**src/rtl/debounce_sync.sv**
```systemverilog
// Two-flop synchroniser plus stability-qualified debouncer driving registered q/rise/fall/busy.
// Optional synchronous preset-to-1 input is compiled in when DEBOUNCE_PRESET_EN is defined.
module debounce_sync #(
  parameter int unsigned CNT_W      = 4,
  parameter int unsigned STABLE_CNT = 8,
  parameter logic        RESET_VAL  = 1'b0
) (
  input  logic clk,
  input  logic rst,
  input  logic d,
`ifdef DEBOUNCE_PRESET_EN
  input  logic preset,
`endif
  output logic q,
  output logic rise,
  output logic fall,
  output logic busy
);

  typedef enum logic {STABLE, PEND} state_t;

  localparam logic [CNT_W-1:0] CNT_LAST = CNT_W'(STABLE_CNT - 1);

  logic             d_s1, d_s2;
  state_t           state, state_nx;
  logic [CNT_W-1:0] cnt, cnt_nx;
  logic             q_nx, rise_nx, fall_nx;

  // Sync flops keep sampling through preset; only rst touches them.
  always_ff @(posedge clk) begin
    if (rst) begin
      d_s1 <= RESET_VAL;
      d_s2 <= RESET_VAL;
    end else begin
      d_s1 <= d;
      d_s2 <= d_s1;
    end
  end

  always_comb begin
    state_nx = state;
    cnt_nx   = cnt;
    q_nx     = q;
    rise_nx  = 1'b0;
    fall_nx  = 1'b0;
`ifdef DEBOUNCE_PRESET_EN
    if (preset) begin
      state_nx = STABLE;
      cnt_nx   = '0;
      q_nx     = 1'b1;
    end else begin
`else
    begin
`endif
      case (state)
        STABLE: begin
          if (d_s2 != q) begin
            state_nx = PEND;
            cnt_nx   = CNT_W'(1);
          end else begin
            cnt_nx   = '0;
          end
        end
        PEND: begin
          if (d_s2 == q) begin
            state_nx = STABLE;
            cnt_nx   = '0;
          end else if (cnt == CNT_LAST) begin
            state_nx = STABLE;
            cnt_nx   = '0;
            q_nx     = d_s2;
            rise_nx  = d_s2;
            fall_nx  = ~d_s2;
          end else begin
            cnt_nx   = cnt + CNT_W'(1);
          end
        end
        default: begin
          state_nx = STABLE;
          cnt_nx   = '0;
        end
      endcase
    end
  end

  // busy is registered from the next state so it lines up with the state it reports.
  always_ff @(posedge clk) begin
    if (rst) begin
      state <= STABLE;
      cnt   <= '0;
      q     <= RESET_VAL;
      rise  <= 1'b0;
      fall  <= 1'b0;
      busy  <= 1'b0;
    end else begin
      state <= state_nx;
      cnt   <= cnt_nx;
      q     <= q_nx;
      rise  <= rise_nx;
      fall  <= fall_nx;
      busy  <= (state_nx == PEND);
    end
  end

endmodule

```
**config.mk**
```make
export PLATFORM = sky130hd
export DESIGN_NAME = debounce_sync
export DESIGN_NICKNAME = d
export VERILOG_FILES = /design/src/rtl/debounce_sync.sv
export SDC_FILE = /design/constraint.sdc
export NUM_CORES = 1
export LEC_CHECK = 0
export CORE_AREA = 5 5 42 44
export CTS_BUF_LIST = sky130_fd_sc_hd__clkbuf_8
export CTS_CLUSTER_DIAMETER = 50
export CTS_CLUSTER_SIZE = 28
export DETAILED_ROUTE_END_ITERATION = 6
export DIE_AREA = 0 0 47 49
export GPL_TIMING_DRIVEN = 0
export PLACE_DENSITY = 0.53
export SYNTH_ARGS = -nofsm -noshare
export SYNTH_HDL_FRONTEND = slang
export SYNTH_SLANG_ARGS = --single-unit
```
**constraint.sdc**
```tcl
create_clock -name clk -period 3.8 [get_ports clk]
set_input_delay 0.38 -clock clk [delete_from_list [all_inputs] [get_ports clk]]
set_output_delay 0.38 -clock clk [all_outputs]
set_load 0.005 [all_outputs]
```
==> flow_summary.toml <==
[setup_path]
required_ns = 3.42
cp_top_family = "buffers and inverters"
crit_path_cell_trace = "clkdlybuf4s50_1"
r2r-end = "cnt[0]"
end_kind = "output port"
reg2reg_slack_ns = 2.45
r2r-start = "cnt[0]"
cp_data_arrival_time_ns = 1.24
rr_worst_depth = 4
critPathMaxStageDelay_ns = 0.56
crit_slowest_cell = "clkdlybuf4s50_1"
cp_num_buf_inv = 1
cp_max_fo = 4
worst_setup_path_start_kind = "flip-flop"
path_class = "reg2out"

[floorplanning]
floorplan.initialDensity = 0.266
coreArea_sq_mm = 0.00140
die_y_um = 49
die_w_um = 47
io_pins = 7
dieArea_sq_mm = 0.00230
num_rows = 14

[logic_synthesis]
syn-cell-area_sq_um = 373
synth.distinct_cells = 15
ys_ff_latch = 10
ys_warn_count = 0
syn-instance-count = 31
syn_area_per_cell_sq_um = 12.0
synth_nets = 35
ys_seq_area_frac = 0.537

[finish]
nets = 46
num-fill-cells = 147
multi_input_area_sq_um = 173
drive_above_1_share = 0.150
antenna_cells = 0
utilization = 0.353
seqCellArea_sq_um = 200
layout.cells.non_filler = 56
syn2layout_area_growth_pct = 32.6

[clock_network]
cts_inserted_buffers = 3
cts_tree = "done"
path_clk_slew_ns = 0.04
clockBufferDepth = 2
worstSkewPairLatency_ns = 0.23
post_cts_buffers = 0
cts-root-buf = "clkbuf_8"
clock-sinks = 10
cts_max_level = 1
post_cts_resized = 0
hold_buffers = 0

[hold_path]
min_from = "d_s1"
hold_depth = 1
holdPathEnd = "d_s2"
hold_class = "reg2reg"

[global_routing]
grt_antenna_before_repair = 0
grt_usage = 0.0708
grt_start_max_net_pins = 8
grt_overflow = 0
grt_pass1_vias = 264
grt_pass1_wl_um = 1070

[routing]
routed_wl_um = 634
drt-pass1-iter-count = 3
viasPerCell = 4.50
routed-via-count = 252
drc = 0
drt_iter0_drc = 4
drtAntennaViolNets = 0
wl_per_cell_um = 11.3

[pwr]
power_density_mw_per_mm2 = 445
power.leakage_nw = 0.224
irDropWorstVdd_mv = 0.156

[sta]
relSlewSlack = 0.830
maxSlewViolCount = 0
worstMarginPinSlew_ns = 0.254
max_clock_freq_ghz = 0.616
finalHoldViolations = 0
post-route-period-util = 0.427
finClkSkew_ns = 0.00269
finalCriticalPeriod_ns = 1.62
setup_viol = 0
setup-tns-final_ns = 0
rsz0062_at_grt = "no"

[place]
numPortBuffers = 6
dp_hpwl_um = 483
dp.cells = 53
gp_congestion = 0.738

[run_status]
status = "complete, no violations"

[run]
cap_viol_max_count = 0
==> cells in the mapped netlist, drive strengths merged <==
cell     n  share of area
dfxtp   10           0.54
nor2     5          0.050
mux2i    2          0.054
nor2b    2          0.034
nor4b    2          0.047
a21boi   1          0.050
and3b    1          0.027
ha       1          0.034
nand2    1          0.010
nand3    1          0.013
nand3b   1          0.020
nand4b   1          0.064
o21ai    1          0.013
xnor2    1          0.023
xor2     1          0.023
==> flip-flops by register name, indices dropped and copies added (netlist names) <==
name / flops
cnt: 4
d_s1: 1
d_s2: 1
fall: 1
q: 1
rise: 1
state: 1
==> power by group <==
group          leakage, nW  switching [mW]  internal (mW)
Sequential          0.0811         0.00151          0.107
Clock               0.0216          0.0365         0.0689
Combinational        0.121         0.00189        0.00410
==> metrics by stage <==
stage | total power [mW] | area [sq um] | setup WS (ns) | hold WS [ns]
6_report | 0.220 | 494 | 2.18 | 0.447
5_1_grt | 0.229 | 494 | 2.12 | 0.473
4_1_cts | 0.223 | 494 | 2.16 | 0.448
3_5_place_dp | 0.116 | 453 | 2.34 | 0.438
3_3_place_gp | 0.116 | 453 | 2.36 | 0.425
2_1_floorplan | 0.112 | 373 | 2.56 | 0.414
==> worst max-delay path by stage <==
stage	startpoint	end	slack, ns	cells past startpoint
floorplan	cnt[0]	cnt[0]	2.56	4
global placement	rst	cnt[0]	2.36	3
detailed placement	rst	cnt[0]	2.34	3
CTS	state	busy	2.16	1
global route	state	busy	2.12	1
finish	state	busy	2.18	1
==> per-layer routing <==
metal / GRT usage / vias to the layer above / part of all wire
met2: 0.0973 / 7 / 0.50
li1: - / 125 / -
met3: 0.0221 / 3 / 0.044
met1: 0.0737 / 117 / 0.41
met4: 0.0829 / 0 / 0.046
met5: 0 / - / 0
==> layout by cell type, fill, tap and decap left out <==
master / count
dfxtp_1: 10
clkdlybuf4s50_1: 6
nor2_1: 5
clkbuf_8: 3
nor2b_1: 2
mux2i_1: 2
nor4b_1: 2
nand4b_4: 1
xor2_1: 1
and3b_2: 1
nand3b_1: 1
nand3_1: 1
nand2_1: 1
o21ai_0: 1
a21boi_4: 1
xnor2_1: 1
ha_1: 1
==> area by class of cell <==
cell class / count / share of cell area
sequential: 10 / 0.405
multi-input combinational: 21 / 0.349
timing repair buffer: 6 / 0.122
clock buffer: 3 / 0.0835
tap: 16 / 0.0405
==> logic make-up after synthesis <==
| logic type | Yosys count | share of synthesized area |
|---|---|---|
| AO/OA/AOI/OAI | 2 | 0.0638 |
| XOR/XNOR | 2 | 0.0470 |
| adder cells (fa/ha/maj) | 1 | 0.0336 |
| flip-flops | 10 | 0.537 |
| multiplexers | 2 | 0.0537 |
| AND/OR/NAND/NOR | 14 | 0.265 |
Note: power is estimated with default switching activity, not from simulation.
